**config.mk**
```make
export PLATFORM = sky130hd
export DESIGN_NAME = mem_arbiter_flat
export DESIGN_NICKNAME = d
export VERILOG_FILES = /design/src/rtl/wisc_pkg.sv /design/src/rtl/mem_arbiter_if.sv /design/src/rtl/mem_lat_cnt.sv /design/src/rtl/mem_arbiter.sv /design/src/flat_wrapper.sv
export SDC_FILE = /design/constraint.sdc
export NUM_CORES = 1
export LEC_CHECK = 0
export ABC_AREA = 1
export BUFFER_PORTS_ARGS = -buffer_cell sky130_fd_sc_hd__buf_4
export CELL_PAD_IN_SITES_DETAIL_PLACEMENT = 0
export CELL_PAD_IN_SITES_GLOBAL_PLACEMENT = 1
export CORE_ASPECT_RATIO = 0.6
export CORE_MARGIN = 2
export CORE_UTILIZATION = 35
export DETAILED_ROUTE_END_ITERATION = 10
export PLACE_DENSITY_LB_ADDON = 0.1
export SETUP_SLACK_MARGIN = 0.3
export SYNTH_ARGS = -nofsm -noshare
export SYNTH_HDL_FRONTEND = slang
export SYNTH_SLANG_ARGS = --single-unit
```
**constraint.sdc**
```tcl
create_clock -name clk -period 2.24 [get_ports clk]
set_clock_uncertainty 0.05 [all_clocks]
set_input_delay 0.448 -clock clk [delete_from_list [all_inputs] [get_ports clk]]
set_output_delay 0.448 -clock clk [all_outputs]
set_load 0.1 [all_outputs]
```
**src/rtl/wisc_pkg.sv**
```systemverilog
// Shared definitions for the WISC-S15 memory-side blocks: opcode constants,
// default bus widths and the memory arbiter state encoding.
package wisc_pkg;

    // Memory opcodes decoded into mem_to_reg / reg_to_mem upstream
    localparam logic [3:0] LW = 4'b1000;
    localparam logic [3:0] SW = 4'b1001;

    // Default widths of the unified memory bus
    localparam int ADDR_W_DEF  = 16;
    localparam int DATA_W_DEF  = 16;

    // Latency counter geometry; 3 bits covers the legal latency range 1..7
    localparam int CNT_W       = 3;
    localparam int MEM_LAT_DEF = 2;
    localparam int MEM_LAT_MIN = 1;
    localparam int MEM_LAT_MAX = 7;

    // Arbiter state encoding
    typedef enum logic [1:0] {
        IDLE  = 2'd0,
        ISSUE = 2'd1,
        WAIT  = 2'd2,
        DONE  = 2'd3
    } arb_state_t;

    // Value loaded into the latency counter in ISSUE so that the WAIT state
    // lasts exactly mem_lat cycles.
    function automatic logic [CNT_W-1:0] lat_load_value(input int mem_lat);
        return CNT_W'(mem_lat - 1);
    endfunction

endpackage

```
**src/rtl/mem_arbiter_if.sv**
```systemverilog
// Bus bundle between the pipeline requesters, the arbiter and the unified
// memory. The arbiter uses the slave view; the pipeline/memory side uses the
// master view.
interface mem_arbiter_if
    import wisc_pkg::*;
#(
    parameter int ADDR_W = ADDR_W_DEF,
    parameter int DATA_W = DATA_W_DEF
) ();

    // Instruction fetch port
    logic              if_req;
    logic [ADDR_W-1:0] if_addr;
    logic [DATA_W-1:0] if_rdata;
    logic              if_ack;

    // Data port (LW / SW)
    logic              d_rd;
    logic              d_wr;
    logic [ADDR_W-1:0] d_addr;
    logic [DATA_W-1:0] d_wdata;
    logic [DATA_W-1:0] d_rdata;
    logic              d_ack;

    // Pipeline hold
    logic              stall;

    // Unified memory port
    logic              mem_en;
    logic              mem_we;
    logic [ADDR_W-1:0] mem_addr;
    logic [DATA_W-1:0] mem_wdata;
    logic [DATA_W-1:0] mem_rdata;

    modport slave (
        input  if_req, if_addr, d_rd, d_wr, d_addr, d_wdata, mem_rdata,
        output if_rdata, if_ack, d_rdata, d_ack, stall,
               mem_en, mem_we, mem_addr, mem_wdata
    );

    modport master (
        output if_req, if_addr, d_rd, d_wr, d_addr, d_wdata, mem_rdata,
        input  if_rdata, if_ack, d_rdata, d_ack, stall,
               mem_en, mem_we, mem_addr, mem_wdata
    );

endinterface

```
**src/rtl/mem_lat_cnt.sv**
```systemverilog
// Loadable down-counter that times the fixed memory latency. It saturates at
// zero so a stray decrement can never wrap into a long bogus wait.
module mem_lat_cnt
    import wisc_pkg::*;
(
    input  logic             clk,
    input  logic             rst,
    input  logic             load,
    input  logic [CNT_W-1:0] load_val,
    input  logic             dec,
    output logic             zero
);

    logic [CNT_W-1:0] count;

    // Load has priority over decrement; decrement stops at zero
    always_ff @(posedge clk) begin
        if (rst) begin
            count <= '0;
        end else if (load) begin
            count <= load_val;
        end else if (dec && (count != '0)) begin
            count <= count - CNT_W'(1);
        end
    end

    assign zero = (count == '0);

endmodule

```
**src/rtl/mem_arbiter.sv**
```systemverilog
// Arbiter for the single-port unified memory of the WISC-S15 pipeline.
// Data accesses win over instruction fetch because they belong to the older
// instruction; the fetch side simply stalls until the data port is quiet.
//
// state | meaning
// ------+---------------------------------------------------------------
// IDLE  | no access in flight; pick a winner and latch its request
// ISSUE | mem_en strobe is on the bus; latency counter is loaded
// WAIT  | counting down the memory latency; capture read data at zero
// DONE  | one-cycle ack to the winner, then back to IDLE
module mem_arbiter
    import wisc_pkg::*;
#(
    parameter int ADDR_W  = ADDR_W_DEF,
    parameter int DATA_W  = DATA_W_DEF,
    parameter int MEM_LAT = MEM_LAT_DEF
) (
    input  logic           clk,
    input  logic           rst,
    mem_arbiter_if.slave   bus
);

    if ((MEM_LAT < MEM_LAT_MIN) || (MEM_LAT > MEM_LAT_MAX)) begin : g_lat_check
        $error("mem_arbiter: MEM_LAT must be within 1..7");
    end

    localparam logic [CNT_W-1:0] LAT_LOAD = lat_load_value(MEM_LAT);

    arb_state_t state;
    arb_state_t state_next;

    logic d_req;
    logic grant;
    logic access_end;
    logic cnt_load;
    logic cnt_dec;
    logic lat_zero;

    // Latched request of the current winner
    logic              grantee_data;
    logic              we_lat;

    // Registered outputs
    logic              mem_en_q;
    logic              mem_we_q;
    logic [ADDR_W-1:0] mem_addr_q;
    logic [DATA_W-1:0] mem_wdata_q;
    logic              if_ack_q;
    logic              d_ack_q;
    logic [DATA_W-1:0] if_rdata_q;
    logic [DATA_W-1:0] d_rdata_q;

    // Request decode; a simultaneous read and write is a write
    always_comb begin
        d_req      = bus.d_rd | bus.d_wr;
        grant      = (state == IDLE) & (d_req | bus.if_req);
        access_end = (state == WAIT) & lat_zero;
        cnt_load   = (state == ISSUE);
        cnt_dec    = (state == WAIT);
    end

    // State register
    always_ff @(posedge clk) begin
        if (rst) begin
            state <= IDLE;
        end else begin
            state <= state_next;
        end
    end

    // Next-state logic
    always_comb begin
        state_next = state;
        unique case (state)
            IDLE:    if (d_req || bus.if_req) state_next = ISSUE;
            ISSUE:   state_next = WAIT;
            WAIT:    if (lat_zero) state_next = DONE;
            DONE:    state_next = IDLE;
            default: state_next = IDLE;
        endcase
    end

    mem_lat_cnt u_lat_cnt (
        .clk      (clk),
        .rst      (rst),
        .load     (cnt_load),
        .load_val (LAT_LOAD),
        .dec      (cnt_dec),
        .zero     (lat_zero)
    );

    // Latch the winner and drive the memory strobe for exactly the ISSUE cycle.
    // Later changes on the request inputs are invisible until the next IDLE.
    always_ff @(posedge clk) begin
        if (rst) begin
            grantee_data <= 1'b0;
            we_lat       <= 1'b0;
            mem_en_q     <= 1'b0;
            mem_we_q     <= 1'b0;
            mem_addr_q   <= '0;
            mem_wdata_q  <= '0;
        end else begin
            mem_en_q <= 1'b0;
            mem_we_q <= 1'b0;
            if (grant) begin
                grantee_data <= d_req;
                we_lat       <= bus.d_wr;
                mem_en_q     <= 1'b1;
                mem_we_q     <= bus.d_wr;
                if (d_req) begin
                    mem_addr_q  <= bus.d_addr;
                    mem_wdata_q <= bus.d_wdata;
                end else begin
                    mem_addr_q  <= bus.if_addr;
                end
            end
        end
    end

    // Capture read data on the last WAIT cycle and raise the winner's ack for
    // the DONE cycle. Writes leave the read data registers untouched.
    always_ff @(posedge clk) begin
        if (rst) begin
            if_ack_q   <= 1'b0;
            d_ack_q    <= 1'b0;
            if_rdata_q <= '0;
            d_rdata_q  <= '0;
        end else begin
            if_ack_q <= 1'b0;
            d_ack_q  <= 1'b0;
            if (access_end) begin
                if (grantee_data) begin
                    d_ack_q <= 1'b1;
                    if (!we_lat) begin
                        d_rdata_q <= bus.mem_rdata;
                    end
                end else begin
                    if_ack_q <= 1'b1;
                    if (!we_lat) begin
                        if_rdata_q <= bus.mem_rdata;
                    end
                end
            end
        end
    end

    assign bus.mem_en    = mem_en_q;
    assign bus.mem_we    = mem_we_q;
    assign bus.mem_addr  = mem_addr_q;
    assign bus.mem_wdata = mem_wdata_q;
    assign bus.if_ack    = if_ack_q;
    assign bus.d_ack     = d_ack_q;
    assign bus.if_rdata  = if_rdata_q;
    assign bus.d_rdata   = d_rdata_q;

    // Hold the pipeline while any request is still waiting for its ack
    assign bus.stall = (d_req & ~d_ack_q) | (bus.if_req & ~if_ack_q);

endmodule
```
**src/flat_wrapper.sv**
```systemverilog
// flat-port wrapper written by rule: the top's interface ports become plain ports
module mem_arbiter_flat import wisc_pkg::*;
#(
    parameter int ADDR_W  = ADDR_W_DEF,
    parameter int DATA_W  = DATA_W_DEF,
    parameter int MEM_LAT = MEM_LAT_DEF
)
  (clk, rst, bus_if_req, bus_if_addr, bus_d_rd, bus_d_wr, bus_d_addr, bus_d_wdata, bus_mem_rdata, bus_if_rdata, bus_if_ack, bus_d_rdata, bus_d_ack, bus_stall, bus_mem_en, bus_mem_we, bus_mem_addr, bus_mem_wdata);
  mem_arbiter_if #(.ADDR_W(ADDR_W), .DATA_W(DATA_W)) bus_i ();
  input  logic clk;
  input  logic rst;
  input wire logic [$bits(bus_i.if_req)-1:0] bus_if_req;
  input wire logic [$bits(bus_i.if_addr)-1:0] bus_if_addr;
  input wire logic [$bits(bus_i.d_rd)-1:0] bus_d_rd;
  input wire logic [$bits(bus_i.d_wr)-1:0] bus_d_wr;
  input wire logic [$bits(bus_i.d_addr)-1:0] bus_d_addr;
  input wire logic [$bits(bus_i.d_wdata)-1:0] bus_d_wdata;
  input wire logic [$bits(bus_i.mem_rdata)-1:0] bus_mem_rdata;
  output wire logic [$bits(bus_i.if_rdata)-1:0] bus_if_rdata;
  output wire logic [$bits(bus_i.if_ack)-1:0] bus_if_ack;
  output wire logic [$bits(bus_i.d_rdata)-1:0] bus_d_rdata;
  output wire logic [$bits(bus_i.d_ack)-1:0] bus_d_ack;
  output wire logic [$bits(bus_i.stall)-1:0] bus_stall;
  output wire logic [$bits(bus_i.mem_en)-1:0] bus_mem_en;
  output wire logic [$bits(bus_i.mem_we)-1:0] bus_mem_we;
  output wire logic [$bits(bus_i.mem_addr)-1:0] bus_mem_addr;
  output wire logic [$bits(bus_i.mem_wdata)-1:0] bus_mem_wdata;
  assign bus_i.if_req = bus_if_req;
  assign bus_i.if_addr = bus_if_addr;
  assign bus_i.d_rd = bus_d_rd;
  assign bus_i.d_wr = bus_d_wr;
  assign bus_i.d_addr = bus_d_addr;
  assign bus_i.d_wdata = bus_d_wdata;
  assign bus_i.mem_rdata = bus_mem_rdata;
  assign bus_if_rdata = bus_i.if_rdata;
  assign bus_if_ack = bus_i.if_ack;
  assign bus_d_rdata = bus_i.d_rdata;
  assign bus_d_ack = bus_i.d_ack;
  assign bus_stall = bus_i.stall;
  assign bus_mem_en = bus_i.mem_en;
  assign bus_mem_we = bus_i.mem_we;
  assign bus_mem_addr = bus_i.mem_addr;
  assign bus_mem_wdata = bus_i.mem_wdata;
  mem_arbiter #(.ADDR_W(ADDR_W), .DATA_W(DATA_W), .MEM_LAT(MEM_LAT)) u_core (.clk(clk), .rst(rst), .bus(bus_i));
endmodule
```
==> results.md, run 1 <==
Global route:
- The pin count of the biggest net entering global routing is 36.
- The all-layer global routing usage is 16.2%.
- The initial antenna violation count came to 0.
- The first global-routing pass estimated 13.1 mm of wire.
- The via count of the first global-routing pass came to 2894.
- Global routing finished with a remaining overflow of 0.

Floorplan:
- The die outline area is 0.0102 mm2.
- The number of ports placed on the die boundary is 138.
- The area of the placeable core is 0.00912 mm2.
- The height of the die is 78.9 um.
- The width of the chip is 129 um.
- The initial cell density of the core is 35.9%.
- The row count is 27.

Worst setup path:
- The most frequent cell on the critical path is sky130_fd_sc_hd__buf_4.
- STA classifies the critical path endpoint as a primary output.
- Data on the critical path is required at its endpoint by 1740 ps.
- Setup slack on the worst reg-to-reg path comes out at 640 ps.
- The classification of the worst setup path is in -> out.
- The critical path's top delay family is buffers and inverters.
- STA classifies the critical path startpoint as a primary input.
- The endpoint identified for the worst register-to-register timing path is u_core.bus.if_rdata[4].
- Traced cell by cell, the critical path runs through buf_4, nor2_8, o22ai_4, buf_4.
- The cell depth of the worst flop-to-flop path is 8.
- At the worst endpoint, the arrival time is 1290 ps.
- The number of buffer and inverter stages on the critical path is 2.
- The startpoint identified for the worst register-to-register timing path is u_core.state[0].
- The critical path's slowest cell is sky130_fd_sc_hd__nor2_8.
- The maximum single-stage delay on the critical path is 310 ps.
- Along the worst path, the maximum fanout reaches 19.

Min path:
- The depth of the worst hold-timing path is 2.
- For hold timing, the worst endpoint is u_core.grantee_data.
- The path class of the lowest-slack min-delay path is in -> reg.
- The launch point of the worst hold path is rst.

Clock network:
- Clock-pin slew was measured on the worst setup and hold paths at 60 ps.
- The tree is rooted in a sky130_fd_sc_hd__clkbuf_16.
- The hold buffer count at CTS is 0.
- The clock reaches the later pin of the worst-skew pair after 330 ps.
- The clock net in this run drives a total of 75 sinks.
- TritonCTS built the clock tree.
- Buffers inserted during clock tree synthesis total 9.
- Post-CTS repair changed the size of 0 cells.
- The buffer levels on the longest clock path is 2.
- In this run the post-CTS setup repair buffer count came out at 0.
- The clock tree synthesis step divided the H-tree into 3 levels.

Detailed routing:
- The remaining design rule violation count is 0.
- The count of vias placed by the detailed router is 3150.
- The DRC marker count from the first detailed-route iteration is 128.
- In the final routed layout, each cell accounts on average for 11.1 um.
- The detail-routed via count per cell is 4.33.
- The final routed wirelength across all metal layers is 8.08 mm.
- The number of nets with antenna violations after routing is 0.
- Before antenna repair, the detailed router went through 4 iterations.

Timing:
- Setup repair after global routing left no endpoint under its margin.
- The worst path in the final design needs a cycle of 1790 ps, including I/O delays and setup.
- For the pin with the worst max-slew slack, the measured transition is 367 ps.
- Measured against its own limit, the worst slew margin works out to 75.5%.
- The number of hold-slack violations in the final timing report is 0.
- Summed over all failing endpoints, the final setup total negative slack is 0 ps.
- The number of pins exceeding their max-slew limit in the final report is 0.
- Static timing analysis puts the maximum clock frequency at 559 MHz.
- Dividing the final minimum period by the clock period gives 79.9%.
- The final-report setup violation count is 0.

Layout:
- The net count of the finished layout is 681.
- In the final layout, the share of cells above drive strength 1 is 27.6%.
- Leaving out fill and tap cells, the most frequent cell in the layout is sky130_fd_sc_hd__buf_4.
- The area growth from synthesis to layout is 42.2%.
- The number of inserted diodes is 0.
- After routing the design area is 0.00466 mm2.
- The count of fill cells added during filler insertion is 954.
- The top cell types in the final layout, fill and taps aside, are sky130_fd_sc_hd__buf_4, sky130_fd_sc_hd__nand2_1, sky130_fd_sc_hd__nor2_1.

Synthesis:
- The average size of a mapped cell is 6.86 um2.
- The count of different cell masters after synthesis is 26.
- The Yosys step of the flow raised 0 warnings.
- The total standard cell area after synthesis is 0.00327 mm2.
- The number of nets in the synthesized netlist is 551.
- The fraction of the yosys area taken by sequential cells is 45.9%.
- The synthesized design contains 75 register bits.
- In the synthesized netlist, the number of instances is 477.

Place:
- The count of buffers added on input and output ports is 137.
- After detailed placement, the total cell area comes to 0.00435 mm2.
- The final HPWL from detailed placement is 5.70 mm.
- The routability congestion estimate is 0.800.

Pwr:
- Power spread over the standard cell area amounts to 1660 mW/mm2.
- The largest vdd supply drop is 0.735 mV.
- The reported leakage power is 2.39 nW.

Outcome:
- The flow ran to the end, and the final reports show no timing, DRC or antenna violations.

Run:
- The number of max-cap violations is 0.
## through the flow
step	instances	hold WS (ps)	utilization, %	setup WS (ps)	power [mW]
after CTS	728	250	51.0	444	7.83
after global placement	712	414	47.7	465	6.30
after floorplan	477	397	-	327	5.55
final	728	265	51.0	450	7.75
after global routing	728	252	51.0	408	8.17
after detailed placement	712	424	47.7	446	6.34
## state kept, by name, summed over array words and instances (netlist names)
signal,count
u_core.grantee_data,1
u_core.u_lat_cnt.count,3
u_core.bus.d_ack,1
u_core.bus.mem_wdata,16
u_core.bus.mem_en,1
u_core.bus.mem_addr,16
u_core.bus.if_rdata,16
u_core.we_lat,1
u_core.bus.if_ack,1
u_core.bus.d_rdata,16
u_core.bus.mem_we,1
u_core.state,2
## layout make-up
| type | count | area (um2) | share of cell area (%) |
|---|---|---|---|
| Inverter | 48 | 180 | 3.87 |
| Tap cell | 116 | 145 | 3.12 |
| Multi-Input combinational cell | 331 | 1450 | 31.0 |
| Timing Repair Buffer | 142 | 1080 | 23.2 |
| Clock buffer | 12 | 256 | 5.51 |
| Clock inverter | 4 | 48.8 | 1.05 |
| Sequential cell | 75 | 1500 | 32.2 |
## synthesized netlist by cell type
library cell,number,share of area (%)
sky130_fd_sc_hd__nand3_1,5,0.76
sky130_fd_sc_hd__a21oi_2,1,0.27
sky130_fd_sc_hd__inv_1,46,5.3
sky130_fd_sc_hd__o22ai_1,1,0.19
sky130_fd_sc_hd__a21oi_1,3,0.46
sky130_fd_sc_hd__clkbuf_1,2,0.23
sky130_fd_sc_hd__nor2_1,130,15
sky130_fd_sc_hd__nor2_8,1,0.61
sky130_fd_sc_hd__xor2_1,1,0.27
sky130_fd_sc_hd__dfxtp_1,75,46
sky130_fd_sc_hd__nand2_4,2,0.69
sky130_fd_sc_hd__buf_6,5,1.7
sky130_fd_sc_hd__buf_1,3,0.34
sky130_fd_sc_hd__ha_1,5,1.9
sky130_fd_sc_hd__buf_4,8,1.8
sky130_fd_sc_hd__and3_1,1,0.19
sky130_fd_sc_hd__nand3_4,1,0.54
sky130_fd_sc_hd__nand2_2,1,0.19
sky130_fd_sc_hd__clkbuf_2,1,0.15
sky130_fd_sc_hd__nor2_4,2,0.69
sky130_fd_sc_hd__o21ai_0,34,5.2
sky130_fd_sc_hd__buf_2,4,0.61
sky130_fd_sc_hd__o21ai_4,1,0.50
sky130_fd_sc_hd__nand2_1,140,16
sky130_fd_sc_hd__nor3_1,2,0.31
sky130_fd_sc_hd__inv_2,2,0.23
## cells by family (layout without fill, tap and decap cells)
kind of cell    count (synthesis)  count (layout)  synth area share [%]
fa+ha+maj                       5               5                  1.91
buf+inv                        71             206                  10.4
compound gates                 40              40                  6.61
flops                          75              75                  45.9
simple gates                  285             285                  34.9
xor+xnor                        1               1                 0.268
## power by group
group / total, mW / leakage (nW) / internal, mW / switching [mW]
Sequential: 1.93 / 0.616 / 1.73 / 0.207
Clock: 1.46 / 0.153 / 0.921 / 0.535
Combinational: 4.36 / 1.62 / 0.917 / 3.44
## worst max path at each step
stage                      to        startpoint  slack, ps  depth (start not counted)
detailed placement  bus_stall          bus_d_wr        450                          4
global placement    bus_stall          bus_d_wr        470                          4
finish              bus_stall          bus_d_wr        450                          4
CTS                 bus_stall          bus_d_wr        440                          4
floorplan           bus_stall  u_core.bus.d_ack        330                          1
global route        bus_stall          bus_d_wr        410                          4
## layer usage
layer	global-route usage, %	wire length (um)	up-vias
met1	19.7	3740	1369
met3	6.33	633	11
li1	-	-	1686
met5	0	0	-
met4	4.67	103	0
met2	26.7	3600	84
Power figures use the tool's default switching activity.
==> run 2, diff against run 1 <==
Settings changed: ABC_AREA 1 to 0, CORE_UTILIZATION 35 to 34.
Clock period 2.24 ns to 1.8 ns, I/O delays scaled along.
==> run 2 against run 1 <==
Sequential power rose by 17%. Die area shrank 1.9%. First-iteration DRC count decreased by 1.6%. Power up 13%. Hold slack got worse by 33 ps. Final area up 5.6%. Register-to-register slack worse by 350 ps. Flip-flop and latch count unchanged.
==> results.md, run 2 <==
Outcome:
- The run finished with clean final reports.

Floorplan:
- Pin placement for this block handled 138 I/O pins.
- The floorplan step defined a die boundary enclosing 0.00997 mm2.
- The initialized floorplan defines 26 standard-cell rows.
- In this run the horizontal extent of the chip is 128 um.
- The height of the die is 78.1 um.
- The initial cell density of the core is 35.7%.
- The core region is 0.00872 mm2.

Timing:
- Setup violations remaining at the end of the flow were counted as 0.
- Setup repair after global routing could not meet its margin everywhere.
- At the pin with the least slew margin, the transition time is 724 ps.
- The number of hold-slack violations in the final timing report is 0.
- The number of pins exceeding their max-slew limit in the final report was 0.
- The remaining max-slew budget at the tightest pin is 51.7%.
- Timing would allow up to 662 MHz.
- The setup total negative slack is 0 ps.
- The hold slack is 232 ps.
- The smallest clock period supported by the final layout is computed as 1510 ps.
- The final clock period utilization by the worst path is 83.9%.

Clock network:
- The TritonCTS clock tree is yes.
- The clock passes through at most 2 buffers.
- The tree built by TritonCTS fans out to 75 sinks.
- The clock latency of the later-clocked register in the worst-skew pair is 320 ps.
- The cell sitting at the root of the clock tree is a sky130_fd_sc_hd__clkbuf_16.
- The depth of the CTS H-tree is 3.
- The clock transition at the registers of the reported paths is 60 ps.
- The total clock buffers created by CTS is 9.

Worst setup path:
- For the worst setup path, the data required time is 1950 ps.
- The signal arrival time at the worst endpoint is 1660 ps.
- The worst setup path is of the reg -> reg kind.
- The end of the worst register-to-register path is u_core.bus.if_rdata[7].
- The sort of element at the start of the critical path is a flop.
- The maximum net fanout on the critical path is 8.
- Setup slack on the worst reg-to-reg path comes out at 290 ps.
- The endpoint kind of the worst setup timing path is a flop.
- The slowest stage of the critical path belongs to the cell sky130_fd_sc_hd__or4_4.
- Walking the worst path, the cells encountered are inv_4, ha_4, nand2_4, or4_4, mux2i_1.
- In this design, the stage delay of the slowest critical-path cell is 540 ps.
- In this run the critical register-to-register path is launched from u_core.state[0].
- The worst register-to-register path has a depth of 5.
- Counting both buffers and inverters, the worst setup path holds a total of 1.
- Grouping stages by cell kind, the critical path spends the most delay in simple AND/OR/NAND/NOR gates.

Synthesis:
- The most frequent cell after synthesis is sky130_fd_sc_hd__dfxtp_1.
- The most used flip-flop cell after synthesis is sky130_fd_sc_hd__dfxtp_1.
- The share of flip-flops with an asynchronous set or reset is 0%.
- Of all cell types, the one taking the most synthesized area is sky130_fd_sc_hd__dfxtp_1.
- The count of synthesis-stage warnings from yosys is 0.
- The fraction of the yosys area taken by sequential cells is 48.2%.
- The number of register bits inferred by synthesis is 75.
- The total standard cell area after synthesis is 0.00312 mm2.
- In the synthesized netlist, the number of instances is 339.
- The area share of the leading cell type in the synthesized netlist is 48.2%.
- Counting instances in the post-synthesis netlist gives the leading cell types as sky130_fd_sc_hd__dfxtp_1, sky130_fd_sc_hd__nand2b_1, sky130_fd_sc_hd__nand2_1, sky130_fd_sc_hd__mux2i_1, sky130_fd_sc_hd__nor2_1.
- The count of flip-flops with a built-in enable after synthesis is 0.
- The average size of a mapped cell is 9.19 um2.
- The count of different cell masters after synthesis is 33.
- The number of nets produced by synthesis is 413.
- Sorting the synthesized cells by area gives the leading types as sky130_fd_sc_hd__dfxtp_1, sky130_fd_sc_hd__mux2i_1, sky130_fd_sc_hd__nand2b_1.

Global route:
- The first global-routing pass estimated 13.1 mm of wire.
- The pin count of the biggest net entering global routing is 82.
- The residual overflow from global routing is 0.
- The via count of the first global-routing pass is 2596.
- Across every metal layer, demand over resource in global routing totals 16.4%.
- The initial antenna violation count came to 0.

Layout:
- The number of nets in the layout is 556.
- The post-layout utilization of the core is 56.4%.
- The number of inserted diodes is 0.
- The total area of sequential cells is 0.00151 mm2.
- Compared with the post-synthesis result, the final layout area differs by 57.8%.
- The library cell used most frequently in the layout, excluding fill and tap cells, is sky130_fd_sc_hd__buf_4.
- The count of fill cells added during filler insertion is 774.
- Cells with a size suffix above 1 make up 42.9% of the layout.
- The total area of multi-input combinational cells is 0.00165 mm2.
- In the layout the commonest cells are sky130_fd_sc_hd__buf_4, sky130_fd_sc_hd__dfxtp_1, sky130_fd_sc_hd__nand2b_1.

Detailed routing:
- In the routed design, unresolved DRC markers number 0.
- The count of vias placed by the detailed router is 2855.
- The detail-routed via count per cell is 4.77.
- The detailed-route wire length per cell is 14.8 um.
- The number of nets with antenna violations after routing is 0.
- For this block, the initial DRC count from the detailed router was 126.
- The pre-antenna-repair detailed-routing pass consisted of 4 iterations.
- The final routed wirelength across all metal layers is 8.85 mm.

Min path:
- The min-delay analysis places its worst path in the category in -> reg.
- The worst hold path terminates at u_core.bus.mem_wdata[15].
- The worst hold path begins at bus_d_wdata[15].
- Along the worst hold path, the cell count comes to 3.

Pwr:
- In this run the power density over the cells is 1780 mW/mm2.
- Summing internal, switching and leakage power gives 8.74 mW.
- The reported leakage power is 2.18 nW.
- The largest vdd supply drop is 0.698 mV.

Place:
- The congestion estimate from routability-driven global placement came to 0.701.
- The count of input and output buffers is 137.
- The HPWL after detailed placement is 5.49 mm.

Run:
- Across the run, the number of max-cap violations was 0.
## run 2: changes by cell type in the layout (fill, tap and decap cells not counted), sizes merged, moves of 6 or more
cell / previous run / this run
nand3: 6 / 0
o21ai: 35 / 18
a311oi: 0 / 16
nand2: 143 / 51
nand2b: 0 / 51
a21oi: 4 / 18
nor2: 133 / 21
mux2i: 0 / 34
buf: 142 / 154
inv: 48 / 5
## run 2: cell type report
cell class                      count  area share (%)
Sequential cell                    75            30.6
Tap cell                          112            2.85
Inverter                            5           0.433
Clock buffer                       12            5.22
Timing Repair Buffer              157            25.8
Multi-Input combinational cell    234            33.6
Clock inverter                      4            1.48
## run 2: kinds of logic after synthesis
| group | Yosys count | share of synthesized area, % |
|---|---|---|
| simple gates | 135 | 22.0 |
| flops | 75 | 48.2 |
| compound gates | 59 | 12.0 |
| mux | 34 | 10.9 |
| buf+inv | 31 | 4.86 |
| fa+ha+maj | 5 | 2.01 |
## run 2: metal layers
metal / GRT usage (%) / routed length [um] / vias to the layer above
met4: 5.49 / 68 / 0
met1: 22.6 / 4330 / 1312
met5: 0 / 0 / -
met3: 5.79 / 597 / 8
met2: 23.7 / 3850 / 89
li1: - / - / 1446
## run 2: worst max-delay path by stage
| stage | end | depth (start not counted) | slack, ps | from |
|---|---|---|---|---|
| final | u_core.bus.if_rdata[7] | 5 | 290 | u_core.state[0] |
| after global routing | u_core.bus.d_rdata[14] | 7 | 230 | u_core.u_lat_cnt.count[1] |
| after CTS | u_core.bus.mem_addr[8] | 6 | 230 | u_core.state[1] |
| after detailed placement | u_core.bus.if_rdata[5] | 5 | 180 | u_core.state[0] |
| after global placement | u_core.bus.if_rdata[2] | 5 | 220 | u_core.state[0] |
| after floorplan | bus_stall | 4 | 200 | bus_d_rd |
## run 2: power by group
part | switching (mW) | internal [mW] | leakage, nW
clock | 0.658 | 1.29 | 0.159
combinational | 3.21 | 1.33 | 1.41
sequential | 0.239 | 2.01 | 0.615
## run 2: tightest hold or removal path, delay by kind of cell
kind | cells | cell delay [ps]
buffers and inverters | 1 | 110
AOI/OAI and AO/OA | 1 | 50
and+or+nand+nor | 1 | 40
## run 2: per-stage QoR
step                area [um2]  instances  worst slack (ps)
floorplan                 3230        339               202
global placement          4270        568               215
detailed placement        4270        568               175
CTS                       4650        588               228
global route              4920        599               231
finish                    4920        599               290
## run 2: timing repair
| action | CTS | global route |
|---|---|---|
| endpoints found under the setup margin | 50 | 59 |
| hold buffers | 0 | 0 |
| cloned | 1 | 4 |
| pin swaps | 2 | 18 |
| resized for setup | 6 | 29 |
| buffers inserted | 3 | 7 |
